==> src/rtl/omsp_spm_key_loader_pkg.sv <==
`default_nettype none
// ============================================================================
// Module      : omsp_spm_key_loader_pkg
// Description : Shared key geometry and FSM state encodings for the SPM key
//               loader.
// Revision    : 1.0 - initial release
// ============================================================================
package omsp_spm_key_loader_pkg;

    localparam int SPM_KEY_WORDS = 8;
    localparam int SPM_KEY_W     = 128;

    typedef enum logic [1:0] {
        KL_IDLE   = 2'd0,
        KL_SELECT = 2'd1,
        KL_WRITE  = 2'd2
    } kl_state_e;

endpackage
`default_nettype wire

==> src/rtl/omsp_spm_key_loader.sv <==
`default_nettype none
// ============================================================================
// Module      : omsp_spm_key_loader
// Description : Initiator side of the SPM key-write interface. Selects the
//               target SPM, confirms the selection is valid, then streams the
//               latched key as KEY_WORDS words on write_key/key_in.
// Revision    : 1.0 - initial release
// ============================================================================
module omsp_spm_key_loader
    import omsp_spm_key_loader_pkg::*;
#(
    parameter int KEY_WORDS = SPM_KEY_WORDS,
    parameter int WORD_W    = 16
) (
    input  logic                          mclk,
    input  logic                          puc_rst,
    input  logic                          start,
    input  logic [15:0]                   spm_id,
    input  logic [0:KEY_WORDS*WORD_W-1]   key,
    input  logic                          abort,
    input  logic                          spm_key_select_valid,
    output logic [15:0]                   spm_key_select,
    output logic                          write_key,
    output logic [WORD_W-1:0]             key_in,
    output logic                          busy,
    output logic                          done,
    output logic                          error
);

    localparam int KEY_BITS = KEY_WORDS * WORD_W;
    localparam int CNT_W    = (KEY_WORDS > 1) ? $clog2(KEY_WORDS) : 1;
    localparam logic [CNT_W-1:0] LAST_WORD = CNT_W'(KEY_WORDS - 1);

    kl_state_e            state;
    kl_state_e            state_nxt;
    logic [15:0]          id_q;
    logic [0:KEY_BITS-1]  key_sr;     // index 0 is the MSB of the next word out
    logic [CNT_W-1:0]     word_cnt;

    // State register
    always_ff @(posedge mclk or posedge puc_rst) begin
        if (puc_rst) begin
            state <= KL_IDLE;
        end else begin
            state <= state_nxt;
        end
    end

    // Next-state decode; abort overrides validity and word count
    always_comb begin
        state_nxt = state;
        case (state)
            KL_IDLE:   if (start) state_nxt = KL_SELECT;
            KL_SELECT: begin
                if (abort || !spm_key_select_valid) state_nxt = KL_IDLE;
                else                                state_nxt = KL_WRITE;
            end
            KL_WRITE:  if (abort || (word_cnt == LAST_WORD)) state_nxt = KL_IDLE;
            default:   state_nxt = KL_IDLE;
        endcase
    end

    // Outputs decoded from registered state and registered datapath only
    always_comb begin
        busy           = (state != KL_IDLE);
        write_key      = (state == KL_WRITE);
        key_in         = (state == KL_WRITE) ? key_sr[0:WORD_W-1] : '0;
        spm_key_select = (state != KL_IDLE) ? id_q : 16'h0000;
    end

    // Key/id latch, word shifter, counter and terminal pulses; key material is
    // wiped whenever the transfer ends so nothing lingers in IDLE
    always_ff @(posedge mclk or posedge puc_rst) begin
        if (puc_rst) begin
            id_q     <= 16'h0000;
            key_sr   <= '0;
            word_cnt <= '0;
            done     <= 1'b0;
            error    <= 1'b0;
        end else begin
            done  <= 1'b0;
            error <= 1'b0;
            case (state)
                KL_IDLE: begin
                    if (start) begin
                        id_q     <= spm_id;
                        key_sr   <= key;
                        word_cnt <= '0;
                    end
                end
                KL_SELECT: begin
                    if (abort || !spm_key_select_valid) begin
                        error  <= 1'b1;
                        id_q   <= 16'h0000;
                        key_sr <= '0;
                    end
                end
                KL_WRITE: begin
                    key_sr <= key_sr << WORD_W;
                    if (abort) begin
                        error  <= 1'b1;
                        id_q   <= 16'h0000;
                        key_sr <= '0;
                    end else if (word_cnt == LAST_WORD) begin
                        done   <= 1'b1;
                        id_q   <= 16'h0000;
                        key_sr <= '0;
                    end else begin
                        word_cnt <= word_cnt + 1'b1;
                    end
                end
                default: begin
                    id_q   <= 16'h0000;
                    key_sr <= '0;
                end
            endcase
        end
    end

endmodule
`default_nettype wire

==> config.mk <==
export PLATFORM = sky130hd
export DESIGN_NAME = omsp_spm_key_loader
export DESIGN_NICKNAME = d
export VERILOG_FILES = /design/src/rtl/omsp_spm_key_loader_pkg.sv /design/src/rtl/omsp_spm_key_loader.sv
export SDC_FILE = /design/constraint.sdc
export NUM_CORES = 1
export LEC_CHECK = 0
export BUFFER_PORTS_ARGS = -buffer_cell sky130_fd_sc_hd__clkbuf_2
export CAP_MARGIN = 25
export CORE_MARGIN = 2
export CORE_UTILIZATION = 59
export CTS_BUF_LIST = sky130_fd_sc_hd__clkbuf_4
export DETAILED_ROUTE_END_ITERATION = 7
export HOLD_SLACK_MARGIN = 0.03
export PLACE_DENSITY_LB_ADDON = 0.3
export SYNTH_ARGS = -nofsm -noshare
export SYNTH_HDL_FRONTEND = slang
export SYNTH_SLANG_ARGS = --single-unit
==> constraint.sdc <==
create_clock -name mclk -period 12.7 [get_ports mclk]
set_input_delay 2.54 -clock mclk [delete_from_list [all_inputs] [get_ports mclk]]
set_output_delay 2.54 -clock mclk [all_outputs]
set_load 0.02 [all_outputs]
==> impl_metrics.py, run 1 <==
metrics = {
    "status": {
        "outcome": "completed",
    },
    "floorplan": {
        "io_pins": 185,
        "row_count": 40,
        "dieArea_um2": 13100,
        "die_x_um": 114,
        "die_h_um": 114,
        "core_um2": 12000,
        "start_util": 0.600,
    },
    "critical_path": {
        "cp-start-kind": "flop",
        "worstSetupPathType": "reg2out",
        "slowest_stage": "ha_1",
        "worstPathCellList": "inv_1 > ha_1 > and2_1 > clkbuf_2",
        "worstPathRequired_ns": 10.16,
        "worstPathMaxFanout": 25,
        "worstPathArrival_ns": 2.22,
        "slowest_delay_ns": 0.73,
        "endpoint_kind": "output port",
    },
    "global_routing": {
        "grt_pass1_wl_mm": 26.7,
        "antenna_found_initial": 0,
        "gr-usage-all-layers": 0.258,
        "gr-total-overflow": 0,
        "first_global_vias": 5651,
        "grt_max_degree": 107,
    },
    "cts": {
        "cts_htree_levels": 4,
        "clkLatencyLatePin_ns": 0.54,
        "cts_setup_buffers": 0,
        "cts_tree": "yes",
        "cts_resized": 0,
        "cts-hold-fix-buffers": 0,
        "path_clk_slew_ns": 0.11,
        "ctsLongestPathBuffers": 2,
        "cts_sinks": 151,
        "cts_root_buffer": "clkbuf_4",
        "numCtsBuffers": 17,
    },
    "layout": {
        "final_common_cell": "clkbuf_2",
        "layout.cells.most_common_list": "clkbuf_2 (184), dfrtp_1 (151), nand2_1 (145), o21ai_1 (82), o21ai_0 (74)",
        "fill_cells": 957,
        "final_cells": 1027,
        "layout-drive-gt1-share": 0.317,
        "antenna_cells": 0,
        "syn2layout_area_growth_pct": 15.3,
        "nets": 1024,
    },
    "routing": {
        "postRouteAntennaNets": 0,
        "vias_per_cell": 5.77,
        "via_count": 5926,
        "routed_wl_mm": 16.2,
        "wire_per_inst_um": 15.8,
        "drt_iter0_markers": 586,
        "drc": 0,
        "dr.pass1.iters": 5,
    },
    "sta": {
        "period_needed_ns": 4.76,
        "finalCritPeriodShare": 0.375,
        "worst_pin_slew_ns": 0.890,
        "hold_viol": 0,
        "setup_viol": 0,
        "rsz0062_at_grt": "false",
        "slew_headroom": 0.407,
        "tns_ns": 0,
        "skew_ns": 0.0152,
        "drv_slew": 0,
        "max_freq_ghz": 0.210,
    },
    "yosys": {
        "yosys-top-cells-area": "dfrtp_1 (53%), nand2_1 (7.6%), a22oi_1 (7.4%), a22oi_2 (7.1%), o21ai_1 (5.7%)",
        "synth.top_cell.area_share": 0.526,
        "async_reset_ff_frac": 1.00,
        "synth_area_leader_cell": "dfrtp_1",
        "syn_area_um2": 7180,
        "ys_ff_latch": 151,
        "ys_dominant_reg_cell": "dfrtp_1",
        "avgSynthCellArea_um2": 9.94,
        "synth_cell_type_count": 34,
        "synth-seq-area-share": 0.526,
        "synthCells": 722,
        "synth_edf_count": 0,
        "syn_nets": 877,
        "yosysWarnings": 0,
    },
    "power": {
        "peakVddDrop_uv": 110,
        "leakage_nw": 3.79,
        "cellPowerDensity_nw_per_um2": 215,
    },
    "place": {
        "io_buffer_count": 184,
        "place_inst": 994,
        "dpl.hpwl_mm": 10.9,
        "gp_congestion": 0.849,
    },
    "job": {
        "cap_violations": 0,
    },
    "worst_hold_path": {
        "hold_class": "reg2reg",
    },
}
==> path summary, 6_finish.rpt <==
| kind | startpoint | cells past startpoint | slack, ns | end |
|---|---|---|---|---|
| min in group asynchronous | puc_rst | 2 | 2.16 | error |
| min reg2reg | key_sr[3] | 2 | 0.49 | key_sr[3] |
| min | key_sr[3] | 2 | 0.49 | key_sr[3] |
| max reg2reg | state[0] | 7 | 9.56 | key_sr[10] |
| max in group asynchronous | puc_rst | 3 | 9.30 | key_sr[75] |
| max | state[0] | 4 | 7.94 | key_in[1] |
==> synth_stat cells (all sizes together), types with 6 or more instances <==
cell / number
o21ai: 166
dfrtp: 151
nand2: 146
a22oi: 112
buf: 41
clkbuf: 24
and2: 16
nand3: 16
nor2b: 16
inv: 8
ha: 6
nor2: 6
==> through the flow <==
| step | cell area, um2 | utilization | setup slack (ns) | hold WS [ns] | total power, W |
|---|---|---|---|---|---|
| detailed placement | 7980 | 0.667 | 8.01 | 0.463 | 0.00151 |
| floorplan | 7180 | - | 6.10 | 0.442 | 0.00136 |
| finish | 8280 | 0.692 | 7.94 | 0.488 | 0.00178 |
| CTS | 8210 | 0.686 | 7.87 | 0.489 | 0.00176 |
| global route | 8280 | 0.692 | 7.75 | 0.517 | 0.00192 |
| global placement | 7950 | 0.665 | 8.09 | 0.454 | 0.00147 |
==> worst max-delay path, delay by kind of cell, from the launching register on <==
kind | cells | cell delay [ns]
adders and majority gates | 1 | 0.73
buffers and inverters | 2 | 0.31
DFF | 1 | 0.41
and+or+nand+nor | 1 | 0.23
==> metal layers <==
layer,track usage,share of wire
met1,0.352,0.43
met2,0.390,0.47
met3,0.0678,0.063
met4,0.116,0.034
met5,0,0
==> logic make-up (layout without fill, tap and decap cells) <==
family | count (synthesis) | in the layout | synth area share
AO/OA/AOI/OAI | 284 | 284 | 0.274
adder cells (fa/ha/maj) | 6 | 6 | 0.0105
buffers and inverters | 73 | 231 | 0.0588
flip-flops | 151 | 151 | 0.526
AND/OR/NAND/NOR | 208 | 208 | 0.131
==> registers in the layout, indices dropped and copies added, names as in the netlist <==
register,count
id_q,16
error,1
state,2
done,1
word_cnt,3
key_sr,128
==> final cells by class <==
type,count,area [um2],share of cell area
Timing Repair Buffer,193,1060,0.128
Sequential cell,151,3780,0.457
Tap cell,147,184,0.0222
Multi-Input combinational cell,498,3000,0.362
Inverter,8,35.0,0.00423
Clock inverter,8,58.8,0.00711
Clock buffer,22,165,0.0200
==> power by group <==
| group | leakage [nW] | internal, W | total (W) | switching (W) |
|---|---|---|---|---|
| registers | 2.00 | 0.000699 | 0.000828 | 0.000129 |
| logic | 1.66 | 0.000255 | 0.000694 | 0.000439 |
| clock network | 0.131 | 0.000102 | 0.000254 | 0.000152 |
No activity file was read; power rests on OpenSTA's default activity.
==> inputs of run 2 (changes only) <==
- CORE_UTILIZATION: 59 -> 55
- clock period: 12.7 -> 4.55 ns (I/O delays scaled with it)
==> impl_metrics.py, run 2 (synthesized netlist as in run 1, its figures left out) <==
metrics = {
    "routing": {
        "routed_wl_mm": 16.6,
        "postRouteAntennaNets": 0,
        "drc": 0,
        "via_count": 5819,
        "wl_met1_mm": 7.21,
        "met2_length_mm": 8.20,
        "drt_iter0_markers": 444,
        "vias_per_cell": 5.52,
        "dr_wl_met3_um": 892,
        "dr.pass1.iters": 7,
        "wire_per_inst_um": 15.7,
        "route.top_layer_used": "met4",
    },
    "sta": {
        "skew_ns": 0.0194,
        "rsz0062_at_grt": "false",
        "setup_viol": 0,
        "worst_pin_slew_ns": 1.02,
        "drv_slew": 0,
        "tns_ns": 0,
        "finalCritPeriodShare": 0.705,
        "slew_headroom": 0.323,
        "hold_viol": 0,
        "period_needed_ns": 3.21,
        "max_freq_ghz": 0.312,
        "layout_setup_ws_ns": 1.34,
    },
    "floorplan": {
        "core_um2": 12700,
        "dieArea_um2": 14000,
        "die_h_um": 118,
        "row_count": 41,
        "die_x_um": 118,
        "io_pins": 185,
        "start_util": 0.566,
    },
    "place": {
        "place_ws_ns": 1.46,
        "postPlaceCellArea_um2": 8050,
        "gp_congestion": 0.780,
        "io_buffer_count": 184,
        "dpl.hpwl_mm": 11.1,
    },
    "layout": {
        "fill_cells": 1038,
        "final-seq-area_um2": 3780,
        "regMostFlops": "key_sr",
        "multiInputGateArea_um2": 3000,
        "largest_register_ffs": 128,
        "design_area_um2": 8430,
        "layout.cells.most_common_list": "clkbuf_2 (184), dfrtp_1 (151), nand2_1 (145), o21ai_1 (82), o21ai_0 (74)",
        "top_regs": "key_sr (128), id_q (16), word_cnt (3)",
        "nets": 1025,
        "layout-drive-gt1-share": 0.324,
        "syn2layout_area_growth_pct": 17.4,
        "final_common_cell": "clkbuf_2",
        "antenna_cells": 0,
    },
    "worst_hold_path": {
        "hold_class": "reg2reg",
        "min_to": "key_sr[0]",
        "hold_start": "key_sr[0]",
        "min_path_cells": 2,
    },
    "power": {
        "switching_share": 0.392,
        "power.share.clock": 0.194,
        "p_switching_w": 0.00205,
        "leakage_nw": 3.84,
        "combPwrFrac": 0.363,
        "peakVddDrop_uv": 323,
        "p_int_w": 0.00318,
        "seqPwrFrac": 0.442,
        "cellPowerDensity_nw_per_um2": 621,
    },
    "critical_path": {
        "worstPathArrival_ns": 2.30,
        "cp-start-kind": "flop",
        "endpoint_kind": "output port",
        "crit_family": "adder cells",
        "path_buf_inv": 2,
        "r2r_setup_slack_ns": 1.40,
        "worstPathRequired_ns": 3.64,
        "timing.rr.end": "key_sr[108]",
        "reg2reg_from": "state[0]",
        "slowest_delay_ns": 0.84,
        "worstPathCellList": "inv_1 > ha_4 > nor2b_1 > clkbuf_2",
        "worstSetupPathType": "reg2out",
        "slowest_stage": "ha_4",
        "ff2ff_path_depth": 7,
        "worstPathMaxFanout": 92,
    },
    "cts": {
        "cts_htree_levels": 4,
        "clkLatencyLatePin_ns": 0.56,
        "cts_setup_buffers": 0,
        "cts_resized": 0,
        "ctsLongestPathBuffers": 2,
        "numCtsBuffers": 17,
        "path_clk_slew_ns": 0.12,
        "cts-hold-fix-buffers": 0,
        "cts_sinks": 151,
        "cts_root_buffer": "clkbuf_4",
        "cts_tree": "yes",
    },
    "job": {
        "cap_violations": 0,
    },
    "global_routing": {
        "grt_max_degree": 152,
        "grt_pass1_wl_mm": 27.6,
        "gr-usage-all-layers": 0.245,
        "gr-total-overflow": 0,
        "antenna_found_initial": 0,
        "first_global_vias": 5753,
    },
    "status": {
        "outcome": "completed",
    },
}
[run 2: cell count changes in the layout (fill, tap and decap cells not counted), sizes merged]
cell | previous run | this run
inv | 8 | 7
clkbuf | 206 | 202
clkinvlp | 0 | 4
bufinv | 1 | 6
clkinv | 7 | 5
buf | 9 | 10
[run 2: worst max-delay path by stage]
stage	slack [ns]	start	depth (start not counted)	endpoint
after floorplan	1.74	puc_rst	1	done
after global placement	1.56	state[0]	7	key_sr[27]
after detailed placement	1.46	state[0]	7	key_sr[108]
after CTS	1.33	state[0]	4	spm_key_select[12]
after global routing	1.08	state[0]	7	key_sr[109]
final	1.34	state[0]	4	spm_key_select[11]
[run 2: metrics by stage]
step / hold WS, ns / utilization / instances / power [W]
detailed placement: 0.469 / 0.635 / 1022 / 0.00426
global route: 0.517 / 0.665 / 1055 / 0.00562
global placement: 0.453 / 0.633 / 1021 / 0.00413
floorplan: 0.442 / - / 722 / 0.00381
CTS: 0.496 / 0.664 / 1054 / 0.00527
finish: 0.495 / 0.665 / 1055 / 0.00523
[run 2: layout make-up]
cell class                 count  area share
inverter                       8     0.00401
sequential                   151       0.448
clock inverter                14      0.0273
clock buffer                  18      0.0160
timing repair buffer         194       0.123
tap                          172      0.0255
multi-input combinational    498       0.356
[run 2: metal layers]
layer	global-route usage	vias up
met4	0.0836	0
met2	0.392	151
met1	0.327	2791
li1	-	2855
met3	0.0603	22
met5	0	-
[run 2: power by group through the flow]
stage          Sequential (W)  Clock (W)  Combinational, W
4_1_cts               0.00232    0.00104           0.00191
3_5_place_dp          0.00236          0           0.00190
3_3_place_gp          0.00233          0           0.00180
2_1_floorplan         0.00224          0           0.00157
6_report              0.00232    0.00102           0.00190
5_1_grt               0.00239    0.00109           0.00213
[run 2: worst min-delay path, cell delays in order, from the launching register on]
cell and delay, ns:
dfrtp_1 0.36, nand2_1 0.04, o21ai_0 0.06
==> inputs of run 3 (changes only) <==
- ABC_AREA: unset -> 1
- CORE_UTILIZATION: 55 -> 51
- clock period: 4.55 -> 2.95 ns (I/O delays scaled with it)
==> impl_metrics.py, run 3 <==
metrics = {
    "layout": {
        "regMostFlops": "key_sr",
        "layout-drive-gt1-share": 0.152,
        "layout.cells.most_common_list": "nand2_1 (782), clkbuf_2 (184), inv_1 (164), dfrtp_1 (151), nor2_1 (134)",
        "final_cells": 1733,
        "nets": 1655,
        "syn2layout_area_growth_pct": 15.9,
        "top_regs": "key_sr (128), id_q (16), word_cnt (3)",
        "largest_register_ffs": 128,
        "design_area_um2": 9910,
        "final_common_cell": "nand2_1",
        "final_core_util": 0.602,
    },
    "place": {
        "io_buffer_count": 184,
        "place_ws_ns": 0.557,
        "postPlaceCellArea_um2": 9590,
        "gp_congestion": 0.827,
        "place_inst": 1701,
        "dpl.hpwl_mm": 13.4,
    },
    "critical_path": {
        "worstPathRequired_ns": 2.36,
        "cp-start-kind": "flop",
        "ff2ff_path_depth": 8,
        "r2r_setup_slack_ns": 0.62,
        "timing.rr.end": "key_sr[29]",
        "reg2reg_from": "state[1]",
        "worstPathMaxFanout": 162,
        "worstPathArrival_ns": 2.16,
        "worstPathCellList": "inv_1 > ha_4 > buf_12 > inv_1 > clkbuf_2",
        "endpoint_kind": "output port",
        "slowest_delay_ns": 0.42,
        "crit_family": "buffers and inverters",
        "crit_path_frequent_cell": "inv_1",
        "path_buf_inv": 4,
        "slowest_stage": "dfrtp_1",
        "worstSetupPathType": "reg2out",
    },
    "routing": {
        "vias_per_cell": 4.69,
        "wire_per_inst_um": 12.0,
        "drc": 0,
        "postRouteAntennaNets": 0,
        "drt_iter0_markers": 573,
        "via_count": 8129,
        "routed_wl_mm": 20.8,
        "dr.pass1.iters": 6,
    },
    "job": {
        "cap_violations": 0,
    },
    "power": {
        "leakage_nw": 6.29,
        "p_int_w": 0.00477,
        "seqPwrFrac": 0.394,
        "p_switching_w": 0.00356,
        "combPwrFrac": 0.429,
        "peakVddDrop_uv": 439,
        "switching_share": 0.427,
        "power.share.clock": 0.177,
        "cellPowerDensity_nw_per_um2": 840,
    },
    "floorplan": {
        "die_h_um": 133,
        "row_count": 47,
        "io_pins": 185,
        "core_um2": 16500,
        "die_x_um": 133,
        "start_util": 0.519,
        "dieArea_um2": 17800,
    },
    "cts": {
        "cts-hold-fix-buffers": 0,
        "numCtsBuffers": 17,
        "cts_htree_levels": 4,
        "cts_root_buffer": "clkbuf_4",
        "cts_tree": "yes",
        "cts_resized": 0,
        "path_clk_slew_ns": 0.13,
        "ctsLongestPathBuffers": 2,
        "cts_setup_buffers": 0,
        "clkLatencyLatePin_ns": 0.55,
        "cts_sinks": 151,
    },
    "yosys": {
        "synth_area_leader_cell": "dfrtp_1",
        "yosys.area_share.xor_xnor": 0,
        "syn_nets": 1518,
        "async_reset_ff_frac": 1.00,
        "yosys-top-cells-area": "dfrtp_1 (44%), nand2_1 (34%), inv_1 (7.2%), nor2_1 (5.9%), buf_2 (1.8%)",
        "ys_ff_latch": 151,
        "yosysWarnings": 0,
        "avgSynthCellArea_um2": 6.27,
        "synth_cell_type_count": 18,
        "synth-seq-area-share": 0.442,
        "synth.top_cells.by_count": "nand2_1 (782), inv_1 (165), dfrtp_1 (151)",
        "synthSimpleGateAreaFrac": 0.422,
        "ys_dominant_reg_cell": "dfrtp_1",
        "synth_mux_area_frac": 0,
        "syn_area_um2": 8550,
        "synth.top_cell.area_share": 0.442,
        "synth_compound_area_frac": 0.0117,
        "synth_top_family_by_area": "simple AND/OR/NAND/NOR gates",
        "synth.most_common_cell": "nand2_1",
        "synthCells": 1363,
        "synth_fa_ha_area_frac": 0.00878,
        "synth_edf_count": 0,
    },
    "sta": {
        "slew_headroom": 0.510,
        "tns_ns": 0,
        "max_freq_ghz": 0.364,
        "hold_viol": 0,
        "layout_setup_ws_ns": 0.204,
        "period_needed_ns": 2.75,
        "setup_viol": 0,
        "skew_ns": 0.0145,
        "drv_slew": 0,
        "worst_pin_slew_ns": 0.735,
        "rsz0062_at_grt": "false",
        "finalCritPeriodShare": 0.931,
    },
    "global_routing": {
        "grt_max_degree": 163,
        "gr-usage-all-layers": 0.243,
        "first_global_vias": 7520,
        "gr-total-overflow": 0,
        "antenna_found_initial": 1,
        "grt_pass1_wl_mm": 35.2,
    },
    "status": {
        "outcome": "completed",
    },
    "worst_hold_path": {
        "hold_class": "in2async",
    },
}
==> run 3: cell types whose count changed in the layout (fill, tap and decap cells not counted), sizes merged, moves of 13 or more <==
cell   change
nand4     +13
nor2b     -16
nor2     +129
nand2    +639
o21ai    -147
and2      -16
a22oi    -112
inv      +158
==> run 3: final cells by class <==
| cell class | instances | area, um2 |
|---|---|---|
| fill | 1681 | 6550 |
| multi-input combinational | 968 | 3810 |
| sequential | 151 | 3780 |
| timing repair buffer | 195 | 1090 |
| inverter | 167 | 632 |
| tap | 220 | 275 |
| clock inverter | 13 | 185 |
| clock buffer | 18 | 135 |
| antenna | 1 | 2.50 |
==> run 3: worst min-delay path: stages <==
cell	delay, ns
clkbuf_2	0.10
clkinvlp_4	0.10
buf_12	0.27
==> run 3: power by group through the flow <==
stage | Clock, W | Sequential [W] | Combinational (W)
floorplan | 0 | 0.00322 | 0.00281
global placement | 0 | 0.00330 | 0.00351
detailed placement | 0 | 0.00332 | 0.00360
CTS | 0.00151 | 0.00328 | 0.00362
global route | 0.00158 | 0.00339 | 0.00418
finish | 0.00147 | 0.00328 | 0.00357
==> run 3: how the worst max path moves through the flow <==
stage / end / slack (ns) / depth (start not counted) / from
5_1_grt: busy / 0.06 / 5 / state[0]
3_3_place_gp: key_sr[97] / 0.61 / 8 / abort
2_1_floorplan: done / 0.46 / 1 / puc_rst
3_5_place_dp: key_sr[11] / 0.56 / 8 / abort
6_report: busy / 0.20 / 5 / state[0]
4_1_cts: busy / 0.10 / 5 / state[0]
==> run 3: cell families after synthesis <==
logic type	count (synthesis)
adders and majority gates	6
AOI/OAI and AO/OA	20
buffers and inverters	244
and+or+nand+nor	942
DFF	151
==> run 3: stage by stage <==
step                total power [W]  hold WS, ns
finish                      0.00832        0.110
detailed placement          0.00692        0.458
global route                0.00915        0.107
CTS                         0.00841       0.0845
floorplan                   0.00603        0.442
global placement            0.00681        0.454
==> run 3: per-layer routing <==
metal / wire length (um) / track usage
met5: 0 / 0
met4: 275 / 0.0662
met3: 964 / 0.0365
met2: 10100 / 0.405
met1: 9460 / 0.333
